[config.mk]
export PLATFORM = sky130hd
export DESIGN_NAME = d_bcd_to_dec_stream
export DESIGN_NICKNAME = d
export VERILOG_FILES = /design/src/rtl/d_bcd_to_dec_stream.sv
export SDC_FILE = /design/constraint.sdc
export NUM_CORES = 1
export LEC_CHECK = 0
export ABC_AREA = 1
export ABC_CLOCK_PERIOD_IN_PS = 3000
export CELL_PAD_IN_SITES_DETAIL_PLACEMENT = 0
export CELL_PAD_IN_SITES_GLOBAL_PLACEMENT = 1
export CORE_MARGIN = 1
export CORE_UTILIZATION = 40
export DETAILED_ROUTE_END_ITERATION = 10
export PLACE_DENSITY_LB_ADDON = 0.12
export SLEW_MARGIN = 0
export SYNTH_ARGS = -nofsm -noshare
export SYNTH_HDL_FRONTEND = slang
export SYNTH_SLANG_ARGS = --single-unit
[constraint.sdc]
create_clock -name clk -period 3 [get_ports clk]
set_input_delay 0.9 -clock clk [delete_from_list [all_inputs] [get_ports clk]]
set_output_delay 0.9 -clock clk [all_outputs]
set_load 0.005 [all_outputs]
[src/rtl/d_bcd_to_dec_stream.sv]
// BCD digit stream to one-hot decimal, buffered through a small FIFO.
// Invalid codes (10..15) are kept in order, flagged, and counted.
module d_bcd_to_dec_stream #(
    parameter int unsigned DEPTH = 4,
    parameter int unsigned ERRW  = 8
) (
    input  logic                     clk,
    input  logic                     rst,
    input  logic                     in_valid,
    output logic                     in_ready,
    input  logic [3:0]               in_bcd,
    output logic                     out_valid,
    input  logic                     out_ready,
    output logic [9:0]               out_dec,
    output logic                     out_err,
    input  logic                     err_clr,
    output logic [ERRW-1:0]          err_count,
    output logic [$clog2(DEPTH):0]   level
);

    localparam int unsigned AW = $clog2(DEPTH);
    localparam int unsigned LW = AW + 1;

    logic [9:0]    mem_dec [DEPTH];
    logic          mem_err [DEPTH];
    logic [AW-1:0] wr_ptr;
    logic [AW-1:0] rd_ptr;
    logic [9:0]    dec_in;
    logic          err_in;
    logic          push;
    logic          pop;

    always_comb begin
        dec_in = '0;
        err_in = 1'b0;
        if (in_bcd < 4'd10) begin
            dec_in = 10'd1 << in_bcd;
        end else begin
            err_in = 1'b1;
        end
    end

    // Ready is gated by rst so it drops immediately while reset is held.
    assign in_ready  = !rst && (level < LW'(DEPTH));
    assign out_valid = (level != '0);
    assign push      = in_valid && in_ready;
    assign pop       = out_valid && out_ready;
    assign out_dec   = out_valid ? mem_dec[rd_ptr] : '0;
    assign out_err   = out_valid ? mem_err[rd_ptr] : 1'b0;

    always_ff @(posedge clk or posedge rst) begin
        if (rst) begin
            wr_ptr <= '0;
            rd_ptr <= '0;
            level  <= '0;
            for (int i = 0; i < DEPTH; i++) begin
                mem_dec[i] <= '0;
                mem_err[i] <= 1'b0;
            end
        end else begin
            if (push) begin
                mem_dec[wr_ptr] <= dec_in;
                mem_err[wr_ptr] <= err_in;
                wr_ptr          <= wr_ptr + AW'(1);
            end
            if (pop) begin
                rd_ptr <= rd_ptr + AW'(1);
            end
            if (push && !pop) begin
                level <= level + LW'(1);
            end else if (pop && !push) begin
                level <= level - LW'(1);
            end
        end
    end

    always_ff @(posedge clk or posedge rst) begin
        if (rst) begin
            err_count <= '0;
        end else if (err_clr) begin
            err_count <= (push && err_in) ? ERRW'(1) : '0;
        end else if (push && err_in && !(&err_count)) begin
            err_count <= err_count + ERRW'(1);
        end
    end

endmodule

# Word-level counts from Yosys, hierarchy flattened
# Cells that the tools add are included.
# op_classes
addsub	5
n_lt_le_gt_ge	5
bitwise	2
mux	21
n_shift	1
n_reduce_logical	16
# ops
operator	n
$mux W10	5
$bwmux W40	1
$bmux W10 S2	1
$demux W10 S2	1
$mux W8	2
$shl A1 B4 Y10 const A	1
$add A8 B1 Y8 const B	1
$logic_and A1 B1 Y1	8
$reduce_and A8 Y1	1
$ge A3 B3 Y1 const B	2
$mux W1	6
$mux W3	2
$not A2 Y3	2
$add A2 B1 Y2 const B	2
$bwmux W4	1
$logic_not A1 Y1	4
$lt A4 B4 Y1 const B	1
$reduce_bool A2 Y1	2
$add A3 B1 Y3 const B	1
$lt A3 B1 Y1 const B	1
$lt A3 B3 Y1 const B	1
$reduce_bool A3 Y1	1
$sub A3 B1 Y3 const B	1
$bmux W1 S2	1
$demux W1 S2	1
# totals
regBits	59
output_inout_bits	24

# Longest topological paths before layout
# logic_depth
depth_word	7
ltp_mapped	9
mapped_depth_nobuf	9

# Least setup slack after synthesis
# OpenSTA, ideal clock, no wires.
# synth_timing
kind	input to register
start	input rst
end	register level[2]
required_ns	2.869
path_buffers	0
path_stages	9
arrival_time_ns	2.938
slack_ns	-0.069
path_cell_list	inv_2 nand2_4 nor2_8 ha_1 inv_1 fa_1 a21oi_1 o21ai_0 xor2_1
# synth_via
elab_chain_len	6
elab_cells_between_ends	8
classes_between	mux (1); reduce/logical (7)
# synth_lines
item	line	text
from (decl)	8	input logic rst,
$logic_not A1 Y1 (no line) (*)	--	
$logic_and A1 B1 Y1 (*)	44	assign in_ready = !rst && (level < LW'(DEPTH));
$logic_and A1 B1 Y1 (*)	46	assign push = in_valid && in_ready;
net push	30	logic push;
$logic_not A1 Y1	71	end else if (pop && !push) begin
$logic_and A1 B1 Y1	71	
$reduce_bool A2 Y1 (no line)	--	
to (signal assigned)	70	level <= level + LW'(1);
to (signal assigned)	72	level <= level - LW'(1);
to (decl)	18	output logic [$clog2(DEPTH):0] level
# Mark *: on every way through the listed nets, which the timed path passes. The rest lies on a longest branch.
# A chain may end at the register's enable or synchronous reset.

# Worst setup path after layout
# layout_timing
start	register level[0]
end	output out_dec[4]
# layout_via
elab_chain_len	2
# layout_lines
item	line	text
$reduce_bool A3 Y1	45	assign out_valid = (level != '0);
$mux W10	48	assign out_dec = out_valid ? mem_dec[rd_ptr] : '0;
to (decl)	14	output logic [9:0] out_dec,
# Every way passes these cells.

==> impl_metrics.yaml <==
critical_path:
  path_delay_family: "buffers and inverters"
  worstSetupPathType: "reg2out"
  cp_max_fo: 11
  reg2reg_slack_ps: 1040
  crit_arrival_ps: 1990
  rr_startpoint: "level[0]$_DFFE_PP0P_"
  critPathLaunchType: "register"
  cp_slowest_cell: "clkdlybuf4s50_1"
  r2r_cells: 9
  worstPathCellList: "nor2_1, nand2_1, inv_1, a21oi_1, clkdlybuf4s50_1"
  reg2reg_to: "level[2]$_DFFE_PP0P_"
  path_buf_inv: 2
  crit_path_end_kind: "primary output"
  crit_cells: 5
  crit_required_ps: 2100
  slowest_delay_ps: 530
synthesis:
  syn-num-nets: 394
  synthesis.instances: 378
  yosys_warnings: 0
  ys_seq_elements: 59
  mappedNetlistArea_sq_um: 3060
  synth_cell_types: 27
  synth.avg_cell_area_sq_um: 8.11
  yosysSeqAreaShare_pct: 48.2
clocking:
  cts_resized: 0
  clock-sinks: 59
  post_cts_buffers: 0
  cts_buffer_depth: 2
  cts_buffers: 9
  cts_max_level: 3
  cts_tree: "built"
  clk_latency_ps: 330
  cts_hold_buf: 0
  clk_pin_slew_ps: 70
  root_buffer: "clkbuf_8"
placement:
  post_dp_cell_area_sq_um: 3430
  numPortBuffers: 32
  gp_congestion: 0.751
  dp_cells: 499
  dp.final_hpwl_um: 4610
detailed_routing:
  antenna_left: 0
  met2WireLength_um: 3290
  drt_iter0_drc: 160
  wl_met1_um: 3360
  detail_route.vias_per_cell: 4.83
  wl_met3_um: 221
  top_layer_used: "met4"
  first_pass_iters: 4
  routed_wl_um: 6990
  num_vias: 2488
  routedWlPerCell_um: 13.6
  drcViolationCount: 0
timing:
  hold_viol_final: 0
  timing.slew.headroom_pct: 49.2
  worst_hold_slack_ps: 484
  finalSetupViolCount: 0
  report.final.slew_viol_count: 0
  tightest_slew_ps: 762
  min_period_ps: 2890
  period_share_pct: 96.2
  fmax_ghz: 0.347
  finalClockSkew_ps: 5.90
  tns_ps: 0
  rsz0062_at_grt: "no"
cells_and_area:
  final_layout_size_suffix_gt1_share_pct: 10.3
  n_fill_cell: 735
  multi_input_area_sq_um: 1370
  layout_common_cells: "83 x nand2_1, 66 x nor2_1, 59 x dfrtp_1"
  design_area_sq_um: 3690
  register_area_sq_um: 1480
  fin_cells: 515
  final_common_cell: "nand2_1"
  antennaDiodeCount: 0
  fin_nets: 427
  syn2layout_area_growth_pct: 20.4
power_and_ir_drop:
  internal-power_mw: 2.20
  p_total_mw: 3.29
  clock_power_share_pct: 28.3
  power.switching_mw: 1.09
  pwr-share-seq_pct: 34.2
  comb_power_share_pct: 37.4
  p_per_area_nw_per_um2: 891
  max-vdd-ir-drop_uv: 403
  p_sw_share_pct: 33.2
  total_leakage_power_nw: 1.74
grt:
  grt_pass1_vias: 2289
  grt_overflow: 0
  grt_pass1_wl_um: 11500
  antenna_found_initial: 0
  track_usage_pct: 19.4
  grt_max_degree: 61
outcome:
  status: "completed"
floorplanning:
  core_sq_um: 7330
  io_pins: 33
  die_h_um: 89.5
  dieArea_sq_um: 8010
  initial_core_util_pct: 41.8
  fp-row-count: 31
  fp.dieW_um: 89.5
run:
  drv.max_cap_violation_count: 0
worst_hold_path:
  hold_class: "reg2reg"
  min_from: "mem_err[2]$_DFFE_PP0P_"
  hold_depth: 2
  worstHoldEndpoint: "mem_err[2]$_DFFE_PP0P_"
metal layers:
layer,track usage (%),vias to the layer above
met1,25.9,1156
met3,3.42,10
met2,31.2,36
met5,0,-
met4,8.23,0
li1,-,1286
through the flow:
stage	setup slack, ps	utilization (%)
4_1_cts	19.3	50.3
6_report	114	50.3
2_1_floorplan	234	-
3_3_place_gp	-32.6	46.7
3_5_place_dp	-27.5	46.7
5_1_grt	1.99	50.3
cells by family after synthesis:
| logic type | Yosys count | synth area share (%) |
|---|---|---|
| AOI/OAI and AO/OA | 85 | 14.1 |
| adders and majority gates | 7 | 3.10 |
| buffers and inverters | 41 | 7.27 |
| xor gates and xnor gates | 4 | 1.14 |
| and+or+nand+nor | 181 | 25.8 |
| DFF | 59 | 48.2 |
| muxes | 1 | 0.367 |
Yosys cell counts (all sizes together):
library cell  instances  area share, %
nand2                92             13
nor2                 70            9.5
o21ai                69             12
dfrtp                59             48
inv                  25            3.1
nand3                17            2.8
a21oi                16            2.6
buf                  12            3.7
ha                    6            2.4
clkbuf                4           0.49
xor2                  3           0.86
fa                    1           0.65
mux2                  1           0.37
nor3                  1           0.16
or2                   1           0.20
xnor2                 1           0.29
how the worst max path moves through the flow:
stage	start	to	slack [ps]
6_report	level[0]$_DFFE_PP0P_	out_dec[4]	110
5_1_grt	rd_ptr[0]$_DFFE_PP0P_	out_dec[4]	2
4_1_cts	rst	in_ready	20
3_5_place_dp	rst	err_count[0]$_DFFE_PP0P_	-30
3_3_place_gp	rst	err_count[0]$_DFFE_PP0P_	-30
2_1_floorplan	rst	level[2]$_DFFE_PP0P_	230
state kept, by name (all words and copies together), names as in the netlist:
name and flops:
mem_dec 40, err_count 8, wr_ptr 2, level 3
rd_ptr 2, mem_err 4
layout make-up:
cell class	instances	area share (%)
flip-flops and latches	59	40.0
multi-input cells	278	37.0
repair buffers	38	9.97
clock buffers	12	4.48
well taps	99	3.36
inverters	25	2.61
clock inverters	4	2.58
worst reg2reg max path: cells and delay by family, from the launching register on:
family | cells | cell delay, ps
adder cells (fa/ha/maj) | 2 | 540
flip-flops | 1 | 430
AND/OR/NAND/NOR | 3 | 390
AO/OA/AOI/OAI | 2 | 260
XOR/XNOR | 1 | 150
buffers and inverters | 1 | 60
power by group through the flow:
stage	Clock [mW]	Sequential, mW	Combinational [mW]
2_1_floorplan	0	1.12	0.778
3_3_place_gp	0	1.13	1.24
3_5_place_dp	0	1.14	1.25
4_1_cts	0.955	1.13	1.25
5_1_grt	0.989	1.15	1.40
6_report	0.932	1.13	1.23
Note: power is estimated with default switching activity, not from simulation.
